**src/rtl/regfile_operand_reader.sv**
```systemverilog
// regfile_operand_reader: issue-side operand fetch with writeback forwarding,
// pending-write scoreboard and a one-deep registered output stage.
module regfile_operand_reader #(
  parameter int DATA_WIDTH  = 32,
  parameter int ADDR_WIDTH  = 5,
  parameter int MAX_PENDING = 4
) (
  input  logic                  clock,
  input  logic                  ctrl_reset_n,
  input  logic                  in_valid,
  output logic                  in_ready,
  input  logic [ADDR_WIDTH-1:0] in_rs1,
  input  logic [ADDR_WIDTH-1:0] in_rs2,
  input  logic [ADDR_WIDTH-1:0] in_rd,
  input  logic                  in_rd_we,
  output logic [ADDR_WIDTH-1:0] rf_readRegA,
  output logic [ADDR_WIDTH-1:0] rf_readRegB,
  input  logic [DATA_WIDTH-1:0] rf_dataA,
  input  logic [DATA_WIDTH-1:0] rf_dataB,
  input  logic                  wb_valid,
  input  logic [ADDR_WIDTH-1:0] wb_reg,
  input  logic [DATA_WIDTH-1:0] wb_data,
  output logic                  out_valid,
  input  logic                  out_ready,
  output logic [DATA_WIDTH-1:0] out_a,
  output logic [DATA_WIDTH-1:0] out_b,
  output logic [ADDR_WIDTH-1:0] out_rd,
  output logic                  out_rd_we,
  output logic                  err_wb_unexp
);
  localparam int NREG = 2 ** ADDR_WIDTH;
  localparam int CW   = $clog2(MAX_PENDING + 1);
  logic [NREG-1:0]       busy, busy_nx;
  logic [CW-1:0]         count;
  logic                  wb_any, hit1, hit2, hitd, retire, full, hazard, accept, set_rd;
  logic [DATA_WIDTH-1:0] op_a, op_b;
  assign rf_readRegA = in_rs1;
  assign rf_readRegB = in_rs2;
  always_comb begin
    wb_any   = wb_valid & (wb_reg != '0);
    hit1     = wb_any & (wb_reg == in_rs1);
    hit2     = wb_any & (wb_reg == in_rs2);
    hitd     = wb_any & (wb_reg == in_rd);
    retire   = wb_any & busy[wb_reg];
    full     = count == CW'(MAX_PENDING);
    hazard   = ((in_rs1 != '0) & busy[in_rs1] & !hit1)
             | ((in_rs2 != '0) & busy[in_rs2] & !hit2)
             | (in_rd_we & (in_rd != '0) & busy[in_rd] & !hitd)
             | (in_rd_we & (in_rd != '0) & full & !retire);
    in_ready = !hazard & (!out_valid | out_ready);
    accept   = in_valid & in_ready;
    set_rd   = accept & in_rd_we & (in_rd != '0);
    // a colliding read floats the regfile bus, so forwarding must win over rf_data
    op_a     = (in_rs1 == '0) ? '0 : hit1 ? wb_data : rf_dataA;
    op_b     = (in_rs2 == '0) ? '0 : hit2 ? wb_data : rf_dataB;
    busy_nx  = busy;
    if (wb_any) busy_nx[wb_reg] = 1'b0;
    if (set_rd) busy_nx[in_rd] = 1'b1;
  end
  always_ff @(posedge clock or negedge ctrl_reset_n) begin
    if (!ctrl_reset_n) begin
      out_valid    <= 1'b0;
      out_a        <= '0;
      out_b        <= '0;
      out_rd       <= '0;
      out_rd_we    <= 1'b0;
      busy         <= '0;
      count        <= '0;
      err_wb_unexp <= 1'b0;
    end else begin
      out_valid <= accept | (out_valid & !out_ready);
      if (accept) begin
        out_a     <= op_a;
        out_b     <= op_b;
        out_rd    <= in_rd;
        out_rd_we <= in_rd_we;
      end
      busy  <= busy_nx;
      count <= count + CW'(set_rd) - CW'(retire);
      if (wb_any & !busy[wb_reg]) err_wb_unexp <= 1'b1;
    end
  end
endmodule

```
**config.mk**
```make
export PLATFORM = sky130hd
export DESIGN_NAME = regfile_operand_reader
export DESIGN_NICKNAME = d
export VERILOG_FILES = /design/src/rtl/regfile_operand_reader.sv
export SDC_FILE = /design/constraint.sdc
export NUM_CORES = 1
export LEC_CHECK = 0
export CAP_MARGIN = 20
export CORE_AREA = 2 2 131 133
export CTS_CLUSTER_DIAMETER = 150
export CTS_CLUSTER_SIZE = 30
export DETAILED_ROUTE_END_ITERATION = 10
export DIE_AREA = 0 0 133 135
export PLACE_DENSITY = 0.76
export SETUP_SLACK_MARGIN = 0.05
export SLEW_MARGIN = 20
export SYNTH_ARGS = -nofsm -noshare
export SYNTH_HDL_FRONTEND = slang
export SYNTH_SLANG_ARGS = --single-unit
```
**constraint.sdc**
```tcl
create_clock -name clock -period 7.18 [get_ports clock]
set_input_delay 1.436 -clock clock [delete_from_list [all_inputs] [get_ports clock]]
set_output_delay 1.436 -clock clock [all_outputs]
set_load 0.005 [all_outputs]
```
==> results.txt, run 1 <==
----------------------------------------------------
[Yosys]
  Cell count after synthesis ... 538
  Cell type with the highest aggregate area in the netlist ... sky130_fd_sc_hd__dfrtp_1
  Area share of the largest cell type after synthesis ... 41.03%
  Adder-cell share of the synthesized area ... 0.6902%
  Share of cell area taken by muxes after synthesis ... 25.92%
  Post-synth EDFFs ... 0
  Number of distinct standard cells referenced by the synthesized netlist ... 51
  Average size of a mapped cell ... 12.13 µm²
  Synthesized flop and latch total ... 107
  Async SR Flop Fraction ... 100.0%
  Register area share after synthesis ... 41.03%
  Mapped cell area ... 6526 µm²
  Simple-gate portion of the synthesized area ... 6.633%
  Post-synth top flop ... sky130_fd_sc_hd__dfrtp_1
  Nets in the synthesized netlist ... 663
  Post-Synth XOR/XNOR Area ... 2.281%
  Dominant combinational cell family by area after synthesis ... multiplexers
  Top cells by area, synth ... sky130_fd_sc_hd__dfrtp_1, sky130_fd_sc_hd__a22o_1, sky130_fd_sc_hd__mux2_4, sky130_fd_sc_hd__mux4_2, sky130_fd_sc_hd__mux2_2
  Count of yosys warnings during synthesis ... 0
  Compound-cell area share of the yosys netlist ... 17.91%

[Cells and area]
  Multi-input gate area ... 3523 µm²
  Synth-to-Final Area Change ... 36.27%
  Layout cells sized above 1 ... 19.77%
  Inserted Diodes ... 0
  Final cell count without fillers ... 923
  Footprint of the flip-flops and latches ... 2678 µm²
  Layout Nets ... 823
  Number of inserted filler cells in the final layout ... 1347

[Setup path]
  Required arrival time at the worst endpoint ... 5.74 ns
  Worst path arrival time ... 4.84 ns
  Type of destination of the critical path ... primary output
  Largest fanout on the critical path ... 33
  Sort of element at the start of the critical path ... input pin
  Worst Setup Path Type ... in -> out

[Place]
  Count of buffers inserted at the top-level ports ... 204
  Number of cells after detailed placement ... 907
  Placer's final routability congestion estimate ... 0.9898
  Hpwl dp ... 15260 µm

[Timing]
  Post-route setup TNS ... 0 ns
  Setup repair after global routing missed its margin ... no
  Max-slew violation total from the final report ... 0
  Crit share post-route ... 87.41%
  Max-slew headroom at the worst pin ... 28.96%
  Final critical-path required period ... 6.276 ns
  Clock skew ... 0.01258 ns
  Number of setup violations in the final report ... 0
  Slew at the pin closest to its max-slew limit ... 1.066 ns
  Number of failing hold endpoints at the final stage ... 0
  Fmax achieved ... 159.3 MHz

[Detailed routing]
  Wire length per cell after detailed routing ... 22.76 µm
  Drt total wl ... 21000 µm
  Vias per inst ... 5.966
  Initial DRC Count ... 518
  Routed Antenna Nets ... 0
  Pre-antenna DRT Iters ... 5
  Detailed-route DRC error count ... 0
  Via total after detailed routing ... 5507

[Global routing]
  GRT Overall Usage ... 23.22%
  Vias in the first global route ... 5631
  Largest net degree at the start of global routing ... 60
  Number of antenna violations at the first check in global routing ... 0
  Wire length of the first global-routing pass ... 32350 µm
  Global route total overflow ... 0

[Floorplan]
  Initial cell density of the core ... 39.78%
  IO Count ... 205
  Floorplan core area ... 16410 µm²
  Horizontal extent of the die ... 133 µm
  Die area ... 17960 µm²
  Site row count ... 47
  Vertical die dimension ... 135 µm

[Clock network]
  Clock tree buffer depth ... 2
  CTS tree ... yes
  Depth of the CTS H-tree ... 3
  Clock latency of the later-clocked register in the worst-skew pair ... 0.36 ns
  Clock root cell ... sky130_fd_sc_hd__clkbuf_16
  Hold Buf Count CTS ... 0
  Cts bufs inserted ... 9
  Number of gates given a new drive strength after cts ... 0
  Post-CTS Setup Bufs ... 0
  Clk pin slew, worst setup/hold paths ... 0.08 ns
  Clock Sinks ... 107

[Outcome]
  Outcome ... completed

[Pwr]
  P per Cell Area ... 278.4 nW/µm²
  Leakage component of the power ... 3.802 nW
  Peak supply drop ... 138.1 µV

[Flow run]
  Max cap viols ... 0

[Min path]
  Path type of the worst min-delay path ... reg -> reg

----------------------------------------------------
==> sequential cells by signal (all words and copies together), names as in the netlist <==
| signal | flops |
|---|---|
| err_wb_unexp | 1 |
| out_b | 32 |
| out_rd | 5 |
| out_rd_we | 1 |
| out_a | 32 |
| count | 3 |
| busy | 32 |
| out_valid | 1 |
==> cell type report <==
class                           count  area share (%)
Timing Repair Buffer              212           23.61
Sequential cell                   107           30.11
Inverter                            7          0.2954
Multi-Input combinational cell    361           39.62
Clock inverter                      7          0.7456
Clock buffer                        9           2.532
Tap cell                          220           3.095
==> logic make-up after synthesis <==
group,count (synthesis)
AOI/OAI and AO/OA,148
muxes,116
DFF,107
and+or+nand+nor,77
buffers and inverters,70
xor gates and xnor gates,17
adders and majority gates,3
==> report_power, final <==
part / leakage [nW] / switching, mW / total, mW / internal (mW)
Combinational: 2.35 / 0.345 / 1.01 / 0.664
Sequential: 1.31 / 0.154 / 0.965 / 0.811
Clock: 0.141 / 0.258 / 0.502 / 0.244
==> critical path, cell delays in order <==
cell and delay, ns:
sky130_fd_sc_hd__clkdlybuf4s50_1 1.01, sky130_fd_sc_hd__nor2_1 0.20, sky130_fd_sc_hd__a21boi_1 0.38, sky130_fd_sc_hd__a31oi_4 0.48, sky130_fd_sc_hd__and3b_1 0.37, sky130_fd_sc_hd__a31o_1 0.20
sky130_fd_sc_hd__nor3_1 0.20, sky130_fd_sc_hd__clkdlybuf4s50_1 0.55
==> worst paths after layout <==
check / from / endpoint / slack [ns] / depth (start not counted)
setup / recovery: wb_reg[1] / in_ready / 0.90 / 8
hold / removal: err_wb_unexp / err_wb_unexp / 0.50 / 1
setup reg to reg: busy[19] / out_b[15] / 3.37 / 9
hold reg to reg: err_wb_unexp / err_wb_unexp / 0.50 / 1
max in group asynchronous: ctrl_reset_n / out_a[1] / 4.84 / 2
min in group asynchronous: ctrl_reset_n / busy[27] / 1.15 / 1
==> per-layer routing <==
layer / vias to the layer above / part of all wire [%] / GRT usage, %
met2: 275 / 48 / 37.13
li1: 2384 / - / -
met1: 2801 / 41 / 31.29
met5: - / 0 / 0
met3: 47 / 7.6 / 4.505
met4: 0 / 2.9 / 9.140
==> cells in the mapped netlist, types with 11 or more instances <==
master and count:
sky130_fd_sc_hd__mux2i_1 19, sky130_fd_sc_hd__o31ai_1 26, sky130_fd_sc_hd__clkbuf_1 35, sky130_fd_sc_hd__buf_4 11, sky130_fd_sc_hd__mux2_4 37, sky130_fd_sc_hd__dfrtp_1 107, sky130_fd_sc_hd__o21ai_0 30, sky130_fd_sc_hd__nand2_1 13
sky130_fd_sc_hd__mux2_2 36, sky130_fd_sc_hd__nand3_1 15, sky130_fd_sc_hd__mux4_2 24, sky130_fd_sc_hd__a22o_1 64
==> layout by cell type (no fill, tap or decap), types with 3 or more instances in the layout <==
cell	count
sky130_fd_sc_hd__nor2_1	10
sky130_fd_sc_hd__inv_1	7
sky130_fd_sc_hd__clkbuf_16	9
sky130_fd_sc_hd__and3_1	3
sky130_fd_sc_hd__nand3_1	15
sky130_fd_sc_hd__o22ai_1	6
sky130_fd_sc_hd__o21ai_0	30
sky130_fd_sc_hd__dfrtp_1	107
sky130_fd_sc_hd__mux4_2	24
sky130_fd_sc_hd__a22o_1	64
sky130_fd_sc_hd__mux2_4	37
sky130_fd_sc_hd__xor2_1	9
sky130_fd_sc_hd__mux2i_1	19
sky130_fd_sc_hd__or3b_2	3
sky130_fd_sc_hd__o31ai_1	26
sky130_fd_sc_hd__o41ai_2	7
sky130_fd_sc_hd__nand2b_1	3
sky130_fd_sc_hd__clkdlybuf4s50_1	203
sky130_fd_sc_hd__nor3_1	4
sky130_fd_sc_hd__nand3b_1	8
sky130_fd_sc_hd__o211ai_1	3
sky130_fd_sc_hd__buf_4	9
sky130_fd_sc_hd__nand4_1	3
sky130_fd_sc_hd__nand2_1	13
sky130_fd_sc_hd__mux2_2	36
sky130_fd_sc_hd__xnor2_1	8
==> metrics by stage <==
stage	util [%]	worst slack (ns)	hold WS, ns	cell area, µm²	total power [mW]
3_3_place_gp	52.43	1.057	0.4677	8602	1.955
6_report	54.21	0.9043	0.4959	8894	2.476
2_1_floorplan	-	1.938	0.4678	6526	1.417
3_5_place_dp	52.43	1.023	0.4714	8602	1.983
4_1_cts	54.21	1.005	0.4885	8894	2.489
5_1_grt	54.21	0.7495	0.5231	8894	2.599
Note: power is estimated with default switching activity, not from simulation.
==> run 2: changes to the inputs <==
--- a/config.mk
+++ b/config.mk
@@ -11,6 +11,7 @@
 export CTS_CLUSTER_SIZE = 30
 export DETAILED_ROUTE_END_ITERATION = 10
 export DIE_AREA = 0 0 133 135
+export GPL_TIMING_DRIVEN = 0
 export PLACE_DENSITY = 0.76
 export SETUP_SLACK_MARGIN = 0.05
 export SLEW_MARGIN = 20
==> run 2 against run 1 <==
Against the previous run: flip-flop and latch count is the same; cell area grew 1.6%; power grew 0.82%; fmax grew 2.4%; clock skew shrank 0.0016 ns; critical path depth grew 3; non-clock buffer count grew 42; register-to-register slack lost 0.47 ns; sequential share of layout area shrank 0.47 points; hold slack gained 0.0069 ns; critical endpoint unchanged; largest power group unchanged.
==> results.txt, run 2 (same netlist as run 1, synthesis figures left out) <==
----------------------------------------------------
[Detailed routing]
  Via total after detailed routing ... 5775
  Initial DRC Count ... 498
  Routed Antenna Nets ... 0
  Drt total wl ... 21890 µm
  Detailed-route DRC error count ... 0
  Pre-antenna DRT Iters ... 7
  Vias per inst ... 5.984
  Wire length per cell after detailed routing ... 22.69 µm

[Flow run]
  Max cap viols ... 0

[Pwr]
  Register share of total power ... 38.6%
  Portion of total power attributed to the clock network ... 19.9%
  Switching power ... 751.5 µW
  Peak supply drop ... 156.3 µV
  Switching share of total power ... 30.10%
  Combinational share of power ... 41.5%
  Internal power consumption ... 1.745 mW
  P per Cell Area ... 276.3 nW/µm²
  Leakage component of the power ... 3.890 nW

[Timing]
  Crit share post-route ... 85.39%
  Final critical-path required period ... 6.131 ns
  Fmax achieved ... 163.1 MHz
  Slew at the pin closest to its max-slew limit ... 0.9515 ns
  Max-slew violation total from the final report ... 0
  Post-route setup TNS ... 0 ns
  Number of setup violations in the final report ... 0
  Setup repair after global routing missed its margin ... no
  Smallest setup slack after layout ... 1.049 ns
  Number of failing hold endpoints at the final stage ... 0
  Clock skew ... 0.01099 ns
  Max-slew headroom at the worst pin ... 35.74%
  Worst hold margin ... 0.5028 ns

[Setup path]
  Capture point of the worst path ... in_ready
  Startpoint of the most critical register-to-register path ... busy[23]
  Reg2Reg Depth ... 15
  Required arrival time at the worst endpoint ... 5.74 ns
  Launching instance or port of the critical path ... in_rd[1]
  Worst Setup Path Type ... in -> out
  Sort of element at the start of the critical path ... input pin
  Type of destination of the critical path ... primary output
  Largest fanout on the critical path ... 10
  R2r endpoint ... count[2]
  Reg2Reg Setup Slack ... 2.90 ns
  Worst path arrival time ... 4.70 ns

[Floorplan]
  Site row count ... 47
  Floorplan core area ... 16410 µm²
  IO Count ... 205
  Horizontal extent of the die ... 133 µm
  Initial cell density of the core ... 39.78%
  Die area ... 17960 µm²
  Vertical die dimension ... 135 µm

[Clock network]
  Clock latency of the later-clocked register in the worst-skew pair ... 0.35 ns
  Clk pin slew, worst setup/hold paths ... 0.07 ns
  Clock tree buffer depth ... 2
  Post-CTS Setup Bufs ... 0
  Clock root cell ... sky130_fd_sc_hd__clkbuf_16
  Number of gates given a new drive strength after cts ... 0
  Clock Sinks ... 107
  Hold Buf Count CTS ... 0
  CTS tree ... yes
  Cts bufs inserted ... 9
  Depth of the CTS H-tree ... 3

[Place]
  Count of buffers inserted at the top-level ports ... 190
  Number of cells after detailed placement ... 949
  Post-place instance area ... 8738 µm²
  Placer's final routability congestion estimate ... 0.9372
  Placement Setup Slack ... 0.8336 ns
  Hpwl dp ... 16810 µm

[Cells and area]
  Inserted Diodes ... 0
  Final cell area excluding filler cells ... 9035 µm²
  Leading cell types in the layout, fill and taps excluded ... sky130_fd_sc_hd__clkdlybuf4s50_1, sky130_fd_sc_hd__dfrtp_1, sky130_fd_sc_hd__a22o_1
  Layout Nets ... 865
  Commonest non-fill, non-tap cell in the layout ... sky130_fd_sc_hd__clkdlybuf4s50_1
  Final cell count without fillers ... 965
  Synth-to-Final Area Change ... 38.44%
  Layout cells sized above 1 ... 20.94%
  Largest registers ... busy (32), out_a (32), out_b (32)

[Global routing]
  Number of antenna violations at the first check in global routing ... 0
  Global route total overflow ... 0
  Largest net degree at the start of global routing ... 78
  GRT Overall Usage ... 24.01%
  Wire length of the first global-routing pass ... 33330 µm
  Vias in the first global route ... 5781

[Min path]
  Path type of the worst min-delay path ... reg -> reg

[Outcome]
  Outcome ... completed

----------------------------------------------------
-- run 2: per-layer routing --
layer | GRT usage [%] | vias to the layer above | share of wire, %
met5 | 0 | - | 0
met1 | 32.41 | 2874 | 41
met4 | 9.618 | 0 | 3.3
met2 | 38.03 | 363 | 48
met3 | 4.955 | 57 | 8.2
li1 | - | 2481 | -
-- run 2: layout make-up --
| class | count | area, µm² |
|---|---|---|
| fill | 1359 | 7372 |
| multi-input combinational | 361 | 3493 |
| sequential | 107 | 2678 |
| timing repair buffer | 191 | 1931 |
| buffer | 63 | 335.3 |
| tap | 220 | 275.3 |
| clock buffer | 11 | 252.7 |
| clock inverter | 5 | 43.79 |
| inverter | 7 | 26.28 |
-- run 2: power by group through the flow --
| stage | combinational, mW | sequential [mW] | clock (mW) |
|---|---|---|---|
| floorplan | 0.471 | 0.946 | 0 |
| global placement | 1.01 | 0.956 | 0 |
| detailed placement | 1.03 | 0.969 | 0 |
| CTS | 1.04 | 0.960 | 0.505 |
| global route | 1.10 | 0.987 | 0.528 |
| finish | 1.04 | 0.965 | 0.496 |
-- run 2: worst min-delay path by stage --
stage	cells after the start	start	endpoint	slack, ns
after global placement	1	count[0]	count[0]	0.48
after CTS	1	out_b[2]	out_b[2]	0.51
after floorplan	1	err_wb_unexp	err_wb_unexp	0.47
final	1	count[0]	count[0]	0.50
after detailed placement	1	out_b[11]	out_b[11]	0.49
after global routing	1	out_b[9]	out_b[9]	0.52
-- run 2: worst max-delay path, cell delays in order --
cell	delay (ns)
sky130_fd_sc_hd__clkdlybuf4s50_1	0.58
sky130_fd_sc_hd__buf_2	0.36
sky130_fd_sc_hd__clkbuf_1	0.54
sky130_fd_sc_hd__mux2i_1	0.25
sky130_fd_sc_hd__o22ai_1	0.11
sky130_fd_sc_hd__nor4_1	0.26
sky130_fd_sc_hd__o2111ai_1	0.16
sky130_fd_sc_hd__o211ai_1	0.20
sky130_fd_sc_hd__nand2_1	0.10
sky130_fd_sc_hd__nor3_1	0.16
sky130_fd_sc_hd__clkdlybuf4s50_1	0.55
-- run 2: per-stage QoR --
step	total power, mW	utilization, %
finish	2.497	55.07
global route	2.613	55.07
CTS	2.503	55.07
detailed placement	2.002	53.26
global placement	1.970	53.05
floorplan	1.417	-
